===== config.mk =====
export PLATFORM = sky130hd
export DESIGN_NAME = mem_arbiter_flat
export DESIGN_NICKNAME = d
export VERILOG_FILES = /design/src/rtl/mem_arbiter_if.sv /design/src/rtl/mem_arbiter.sv /design/src/flat_wrapper.sv
export SDC_FILE = /design/constraint.sdc
export NUM_CORES = 1
export LEC_CHECK = 0
export BUFFER_PORTS_ARGS = -buffer_cell sky130_fd_sc_hd__clkbuf_2
export CAP_MARGIN = 20
export CORE_AREA = 2 2 99 101
export CTS_BUF_LIST = sky130_fd_sc_hd__clkbuf_8
export DETAILED_ROUTE_END_ITERATION = 16
export DIE_AREA = 0 0 101 103
export PLACE_DENSITY_LB_ADDON = 0.08
export SLEW_MARGIN = 20
export SYNTH_ARGS = -nofsm -noshare
export SYNTH_HDL_FRONTEND = slang
export SYNTH_SLANG_ARGS = --single-unit

===== constraint.sdc =====
create_clock -name clk -period 2 [get_ports clk]
set_input_delay 0.4 -clock clk [delete_from_list [all_inputs] [get_ports clk]]
set_output_delay 0.4 -clock clk [all_outputs]
set_load 0.005 [all_outputs]

===== src/rtl/mem_arbiter_if.sv =====
// Bus bundle between the core's fetch/data ports, the arbiter and the RAM.
// The slave modport is the arbiter's view; the master modport is the
// surrounding core/RAM environment.
interface mem_arbiter_if #(
  parameter int ADDR_W = 12
);
  // Instruction-fetch port
  logic              if_req;
  logic [31:0]       if_addr;
  logic              if_ready;
  logic [31:0]       if_data;
  // Data port
  logic              d_req;
  logic              d_rw;
  logic [31:0]       d_addr;
  logic [31:0]       d_wdata;
  logic [3:0]        d_wmask;
  logic              d_ready;
  logic [31:0]       d_rdata;
  logic              d_err;
  // Single-port RAM side
  logic              ram_en;
  logic [3:0]        ram_we;
  logic [ADDR_W-1:0] ram_addr;
  logic [31:0]       ram_wdata;
  logic [31:0]       ram_rdata;

  modport slave (
    input  if_req, if_addr, d_req, d_rw, d_addr, d_wdata, d_wmask, ram_rdata,
    output if_ready, if_data, d_ready, d_rdata, d_err,
           ram_en, ram_we, ram_addr, ram_wdata
  );

  modport master (
    output if_req, if_addr, d_req, d_rw, d_addr, d_wdata, d_wmask, ram_rdata,
    input  if_ready, if_data, d_ready, d_rdata, d_err,
           ram_en, ram_we, ram_addr, ram_wdata
  );
endinterface


===== src/rtl/mem_arbiter.sv =====
// Round-robin arbiter sharing one single-port synchronous RAM between the
// instruction-fetch port and the data port. Each access takes two cycles:
// the grant cycle drives the RAM, the following WAIT cycle pulses ready and
// captures the read data. Out-of-range addresses never reach the RAM and get
// a nop (fetch) or an error response (data).
module mem_arbiter #(
  parameter int          ADDR_W = 12,
  parameter logic [31:0] BASE   = 32'h0000_0000
) (
  input  logic         clk,
  input  logic         rst,
  mem_arbiter_if.slave bus
);

  localparam logic [31:0] NOP_INSN = 32'h0000_0013;

  typedef enum logic {
    IDLE = 1'b0,
    WAIT = 1'b1
  } state_t;

  state_t      state_reg;
  logic        last_reg;     // 0 = IF served last, 1 = D served last
  logic        granted_reg;  // requester owning the current WAIT cycle
  logic        read_reg;     // current access is a read (fetch or data read)
  logic        oor_reg;      // current access was out of range
  logic [31:0] if_data_reg;
  logic [31:0] d_rdata_reg;

  // Per-requester address decode, index 0 = IF, 1 = D
  logic [31:0]       req_addr  [2];
  logic [31:0]       offset    [2];
  logic              in_range  [2];
  logic [ADDR_W-1:0] word_addr [2];

  assign req_addr[0] = bus.if_addr;
  assign req_addr[1] = bus.d_addr;

  generate
    for (genvar gi = 0; gi < 2; gi++) begin : g_decode
      // Subtracting BASE makes addresses below BASE wrap to huge offsets, so
      // a single upper-bits-zero test covers both ends of the window.
      assign offset[gi]    = req_addr[gi] - BASE;
      assign in_range[gi]  = (offset[gi] >> (ADDR_W + 2)) == 32'd0;
      assign word_addr[gi] = offset[gi][ADDR_W+1:2];
    end
  endgenerate

  logic              grant_valid;
  logic              grant_d;
  logic              ram_en_c;
  logic [3:0]        ram_we_c;
  logic [ADDR_W-1:0] ram_addr_c;
  logic [31:0]       ram_wdata_c;

  // Combinational grant and RAM drive; everything is held at zero in reset.
  always_comb begin
    grant_valid = 1'b0;
    grant_d     = 1'b0;
    ram_en_c    = 1'b0;
    ram_we_c    = 4'b0000;
    ram_addr_c  = '0;
    ram_wdata_c = 32'd0;
    if (!rst && state_reg == IDLE && (bus.if_req || bus.d_req)) begin
      grant_valid = 1'b1;
      // On conflict, serve whoever did not go last.
      grant_d     = bus.d_req && (!bus.if_req || !last_reg);
      ram_addr_c  = word_addr[grant_d];
      if (in_range[grant_d]) begin
        ram_en_c = 1'b1;
        if (grant_d && bus.d_rw) begin
          ram_we_c    = bus.d_wmask;
          ram_wdata_c = bus.d_wdata;
        end
      end
    end
  end

  assign bus.ram_en    = ram_en_c;
  assign bus.ram_we    = ram_we_c;
  assign bus.ram_addr  = ram_addr_c;
  assign bus.ram_wdata = ram_wdata_c;

  // Ready is a pure decode of the WAIT state so a reset during WAIT
  // suppresses the pulse in that very cycle.
  assign bus.if_ready = (state_reg == WAIT) && !granted_reg && !rst;
  assign bus.d_ready  = (state_reg == WAIT) &&  granted_reg && !rst;
  assign bus.d_err    = bus.d_ready && oor_reg;
  assign bus.if_data  = if_data_reg;
  assign bus.d_rdata  = d_rdata_reg;

  // Arbitration FSM with per-port read data capture in WAIT.
  always_ff @(posedge clk) begin
    if (rst) begin
      state_reg   <= IDLE;
      last_reg    <= 1'b0;
      granted_reg <= 1'b0;
      read_reg    <= 1'b0;
      oor_reg     <= 1'b0;
      if_data_reg <= 32'd0;
      d_rdata_reg <= 32'd0;
    end else begin
      case (state_reg)
        IDLE: begin
          if (grant_valid) begin
            last_reg    <= grant_d;
            granted_reg <= grant_d;
            read_reg    <= !(grant_d && bus.d_rw);
            oor_reg     <= !in_range[grant_d];
            state_reg   <= WAIT;
          end
        end
        WAIT: begin
          state_reg <= IDLE;
          if (read_reg) begin
            if (granted_reg) begin
              d_rdata_reg <= oor_reg ? 32'd0 : bus.ram_rdata;
            end else begin
              if_data_reg <= oor_reg ? NOP_INSN : bus.ram_rdata;
            end
          end
        end
        default: state_reg <= IDLE;
      endcase
    end
  end

endmodule


===== src/flat_wrapper.sv =====
// flat-port wrapper written by rule: the top's interface ports become plain ports
module mem_arbiter_flat 
#(
  parameter int          ADDR_W = 12,
  parameter logic [31:0] BASE   = 32'h0000_0000
)
  (clk, rst, bus_if_req, bus_if_addr, bus_d_req, bus_d_rw, bus_d_addr, bus_d_wdata, bus_d_wmask, bus_ram_rdata, bus_if_ready, bus_if_data, bus_d_ready, bus_d_rdata, bus_d_err, bus_ram_en, bus_ram_we, bus_ram_addr, bus_ram_wdata);
  mem_arbiter_if #(.ADDR_W(ADDR_W)) bus_i ();
  input  logic clk;
  input  logic rst;
  input wire logic [$bits(bus_i.if_req)-1:0] bus_if_req;
  input wire logic [$bits(bus_i.if_addr)-1:0] bus_if_addr;
  input wire logic [$bits(bus_i.d_req)-1:0] bus_d_req;
  input wire logic [$bits(bus_i.d_rw)-1:0] bus_d_rw;
  input wire logic [$bits(bus_i.d_addr)-1:0] bus_d_addr;
  input wire logic [$bits(bus_i.d_wdata)-1:0] bus_d_wdata;
  input wire logic [$bits(bus_i.d_wmask)-1:0] bus_d_wmask;
  input wire logic [$bits(bus_i.ram_rdata)-1:0] bus_ram_rdata;
  output wire logic [$bits(bus_i.if_ready)-1:0] bus_if_ready;
  output wire logic [$bits(bus_i.if_data)-1:0] bus_if_data;
  output wire logic [$bits(bus_i.d_ready)-1:0] bus_d_ready;
  output wire logic [$bits(bus_i.d_rdata)-1:0] bus_d_rdata;
  output wire logic [$bits(bus_i.d_err)-1:0] bus_d_err;
  output wire logic [$bits(bus_i.ram_en)-1:0] bus_ram_en;
  output wire logic [$bits(bus_i.ram_we)-1:0] bus_ram_we;
  output wire logic [$bits(bus_i.ram_addr)-1:0] bus_ram_addr;
  output wire logic [$bits(bus_i.ram_wdata)-1:0] bus_ram_wdata;
  assign bus_i.if_req = bus_if_req;
  assign bus_i.if_addr = bus_if_addr;
  assign bus_i.d_req = bus_d_req;
  assign bus_i.d_rw = bus_d_rw;
  assign bus_i.d_addr = bus_d_addr;
  assign bus_i.d_wdata = bus_d_wdata;
  assign bus_i.d_wmask = bus_d_wmask;
  assign bus_i.ram_rdata = bus_ram_rdata;
  assign bus_if_ready = bus_i.if_ready;
  assign bus_if_data = bus_i.if_data;
  assign bus_d_ready = bus_i.d_ready;
  assign bus_d_rdata = bus_i.d_rdata;
  assign bus_d_err = bus_i.d_err;
  assign bus_ram_en = bus_i.ram_en;
  assign bus_ram_we = bus_i.ram_we;
  assign bus_ram_addr = bus_i.ram_addr;
  assign bus_ram_wdata = bus_i.ram_wdata;
  mem_arbiter #(.ADDR_W(ADDR_W), .BASE(BASE)) u_core (.clk(clk), .rst(rst), .bus(bus_i));
endmodule

* Yosys cells after proc, flatten, opt, wreduce, memory -nomap -nowiden
Index checks and enable logic that the tools add are counted.
** Storage, ports and cells
- Bits in registers :: 68
- Input port bits :: 137
- Output and inout bits :: 116
- Word-level logic and storage cells :: 58
** Operators by class
- Magnitude comparators :: 2
- Multiplexer cells :: 24
- Bitwise gates (word level) :: 4
- Reductions and logical operators :: 22
** Operator list (number)
- $mux 32 :: 5
- $logic_not 32->1 :: 2
- $mux 12 :: 4
- $mux 4 :: 3
- $mux 1 :: 11
- $logic_and 1x1->1 :: 10
- $reduce_and 3->1 :: 2
- $logic_not 1->1 :: 5
- $ge 2x2->1 const B :: 2
- $not 1->2 :: 2
- $logic_or 1x1->1 :: 2
- $not 1->1 :: 2
- $pmux 1 s2 :: 1
- $reduce_and 2->1 :: 1

* Longest topological paths before layout
- Depth after elaboration :: 9
- Depth in mapped cells :: 8
- Mapped depth without buffers :: 4

* Worst setup path after synthesis
Ideal clock, no wire load.
- Kind :: in2out
- Start :: input rst
- End :: output bus_ram_wdata[10]
- Arrival :: 1.395 ns
- Required time :: 1.600 ns
- Setup slack :: 0.205 ns
- Stages :: 8
- Path buffers :: 4
- Path through :: buf_2 -> nor2_2 -> and3_1 -> buf_4 -> nand4_2 -> buf_6 -> buf_6 -> a21oi_2
** Between the ends
- Word-level cells in the longest chain between the ends :: 4
** Ends and longest elaborated chain
- start: declaration :: RTL line flat_wrapper.sv:10 : input logic rst;
- $logic_not 1->1 :: RTL line mem_arbiter.sv:64 : if (!rst && state_reg == IDLE && (bus.if_req || bus.d_req)) begin
- $logic_and 1x1->1 (2 in a row) :: RTL line mem_arbiter.sv:64
- $mux 32 :: RTL line mem_arbiter.sv:64
- end: declaration :: RTL line flat_wrapper.sv:27 : output wire logic [$bits(bus_i.ram_wdata)-1:0] bus_ram_wdata;
Every way passes these cells.

* Worst setup path after layout
- Start :: input bus_d_addr[16]
- End :: output bus_ram_we[1]
** Between the ends
- Word-level cells in the longest chain between the ends :: 6
** Ends and longest elaborated chain
- start: declaration :: RTL line flat_wrapper.sv:15 : input wire logic [$bits(bus_i.d_addr)-1:0] bus_d_addr;
- $logic_not 32->1 :: RTL line mem_arbiter.sv:44 : assign in_range[gi] = (offset[gi] >> (ADDR_W + 2)) == 32'd0;
- $mux 1 (implied by the code) (3 in a row) :: RTL line mem_arbiter.sv:69 : if (in_range[grant_d]) begin
- $mux 4 :: RTL line mem_arbiter.sv:69
- $mux 4 :: RTL line mem_arbiter.sv:64
- end: declaration :: RTL line flat_wrapper.sv:25 : output wire logic [$bits(bus_i.ram_we)-1:0] bus_ram_we;
Every way passes these cells. The select of a mux whose other input is x is not followed.

==> flow_metrics.tcl <==
set metrics [dict create \
    synth_seq_cells 68 \
    grt_pass1_wl_mm 16.9 \
    wire_per_inst_um 14.5 \
    netlist_instances 453 \
    layoutNonFillerInstCount 813 \
    p_seq_frac 0.476 \
    numPortBuffers 248 \
    ir_worst_vdd_uv 304 \
    cts_buffer_depth 2 \
    worstSetupEndpointType "output pin" \
    ant_nets 0 \
    cts-buffers-inserted 9 \
    routed_wirelength_mm 11.8 \
    track_usage 0.207 \
    grt_overflow 0 \
    diodes 0 \
    yosysSeqAreaShare 0.411 \
    pre_cts_ws_ns -0.0153 \
    hold_viol 0 \
    leakage_nw 2.33 \
    hold_path_class "input pin to flip-flop" \
    cp.arrival_ns 1.73 \
    startpoint_type "input pin" \
    die_height_um 103 \
    antenna_found_initial 0 \
    cp_data_required_time_ns 1.60 \
    insertion_delay_ns 0.34 \
    drc 0 \
    status "finished, violations left" \
    dieWidth_um 101 \
    comb_power_share 0.149 \
    swShare 0.265 \
    core_mm2 0.00946 \
    rsz0062_at_grt "yes" \
    fmax_mhz 469 \
    p_int_w 0.00216 \
    synth_cell_type_count 28 \
    dieArea_mm2 0.0104 \
    cts_root_buf "clkbuf_8" \
    dr.pass1.iters 4 \
    fin_crit_sh 1.07 \
    finalCriticalPeriod_ns 2.13 \
    hpwlAfterDp_mm 8.21 \
    synthesis.area_mm2 0.00331 \
    p_clk_frac 0.375 \
    grt_pass1_vias 3621 \
    setup_viol 37 \
    finalClockSkew_ns 0.0137 \
    p_total_w 0.00294 \
    drive_above_1_share 0.482 \
    avgSynthCellArea_um2 7.30 \
    r2r_setup_slack_ns 0.45 \
    p_sw_w 0.000780 \
    cts_tree "built" \
    clk_pin_slew_ns 0.08 \
    cts-hold-fix-buffers 0 \
    synth_flop_cell "dfxtp_1" \
    htreeDepth 3 \
    syn_nets 590 \
    num_io_pins 253 \
    setup_slack_ns -0.133 \
    gp_congestion 0.763 \
    power_density_mw_per_mm2 576 \
    drtIter0Drc 71 \
    maxCapViolations 0 \
    fin_nets 831 \
    area_delta_synth_final_pct 54.6 \
    max_slew_margin 0.530 \
    path_class "input pin to output pin" \
    post-place-cells 787 \
    start_util 0.350 \
    synth-edff-count 0 \
    yosys_warnings 0 \
    std_cell_rows 36 \
    violations "setup timing" \
    grt_max_degree 68 \
    worst_pin_slew_ns 0.706 \
    crit_path_max_fanout 19 \
    via_per_inst 4.81 \
    cts_sinks 68 \
    vias 3912 \
    synthArstFlopShare 0 \
    slew_violations 0 \
]
==> per-stage QoR <==
stage          hold WS, ns   util  area, um^2  TNS, ns
3_5_place_dp         0.446  0.487        4610  -0.0583
6_report             0.337  0.541        5110    -3.56
5_1_grt              0.313  0.541        5110    -6.35
4_1_cts              0.321  0.516        4880    -1.05
3_3_place_gp         0.441  0.487        4610  -0.0125
2_1_floorplan        0.448      -        3310        0
==> critical path: stages <==
cell and delay, ns:
clkbuf_2 0.08, nor4_1 0.49, nand4_4 0.24, buf_12 0.24
a21oi_1 0.15, clkbuf_2 0.13
==> placed cells by master (no fill, tap or decap), types with 2 or more instances in the layout <==
master,count
nor2_1,8
clkinvlp_4,2
and3_1,4
buf_2,16
clkbuf_16,3
buf_4,15
a21oi_2,31
a22o_1,12
buf_6,3
dfxtp_1,66
inv_1,2
buf_12,4
clkinv_2,2
a21oi_1,62
clkbuf_2,231
nor2b_1,29
nand3b_1,3
nor4_1,4
a21oi_4,4
dfxtp_2,2
clkbuf_8,9
and3_4,3
nor3_1,6
nor4_2,3
nand2_1,159
==> cell families (layout without fill, tap and decap cells) <==
| logic type | count (synthesis) | count (layout) | share of synthesized area |
|---|---|---|---|
| simple gates | 230 | 230 | 0.310 |
| compound gates | 112 | 112 | 0.209 |
| flops | 68 | 68 | 0.411 |
| buf+inv | 43 | 289 | 0.0696 |
==> synth_stat cells, types with 3 or more instances <==
| cell | count | area (um^2) |
|---|---|---|
| nor2_1 | 9 | 33.8 |
| a21oi_2 | 20 | 175 |
| nand2_1 | 159 | 597 |
| nand3b_1 | 3 | 22.5 |
| nor2b_1 | 29 | 181 |
| nor3_1 | 6 | 30.0 |
| dfxtp_1 | 68 | 1360 |
| buf_4 | 3 | 22.5 |
| nor4_1 | 8 | 50.1 |
| buf_6 | 5 | 56.3 |
| clkbuf_1 | 18 | 67.6 |
| a22o_1 | 12 | 105 |
| buf_2 | 16 | 80.1 |
| and3_1 | 7 | 43.8 |
| a21oi_1 | 77 | 385 |
==> power by group through the flow <==
| stage | clock [W] | combinational [W] | sequential (W) |
|---|---|---|---|
| floorplan | 0 | 0.000199 | 0.00143 |
| global placement | 0 | 0.000416 | 0.00143 |
| detailed placement | 0 | 0.000422 | 0.00143 |
| CTS | 0.00114 | 0.000427 | 0.00140 |
| global route | 0.00121 | 0.000488 | 0.00140 |
| finish | 0.00110 | 0.000439 | 0.00140 |
==> routing by layer <==
| layer | track usage | up-vias | wire (um) |
|---|---|---|---|
| met5 | 0 | - | 0 |
| met4 | 0.0873 | 0 | 224 |
| met3 | 0.0434 | 16 | 650 |
| met2 | 0.388 | 140 | 6240 |
| met1 | 0.226 | 1774 | 4660 |
| li1 | - | 1982 | - |
==> final timing paths <==
check,from,endpoint,depth (start not counted)
min,bus_ram_rdata[4],u_core.bus.d_rdata[4]$_SDFFE_PP0P_,3
max,bus_d_addr[16],bus_ram_we[1],6
min reg2reg,u_core.bus.if_data[15]$_SDFFE_PP0P_,u_core.bus.if_data[15]$_SDFFE_PP0P_,2
max reg2reg,u_core.state_reg$_SDFF_PP0_,u_core.bus.if_data[1]$_SDFFE_PP0P_,5
==> area by class of cell <==
type	count	area, um^2
Sequential cell	68	1360
Tap cell	114	143
Multi-Input combinational cell	342	1880
Clock buffer	9	124
Fill cell	1000	4340
Inverter	1	3.75
Clock inverter	7	67.6
Timing Repair Buffer	272	1540
==> timing repair <==
| item | 4_1_cts | 5_1_grt |
|---|---|---|
| resized for setup | 8 | 48 |
| gates cloned | 1 | 5 |
| pin swaps | 2 | 3 |
| hold endpoints to repair | 0 | 0 |
| buffers inserted | 3 | 3 |
| endpoints found under the setup margin | 36 | 37 |
No activity file was read; power rests on OpenSTA's default activity.
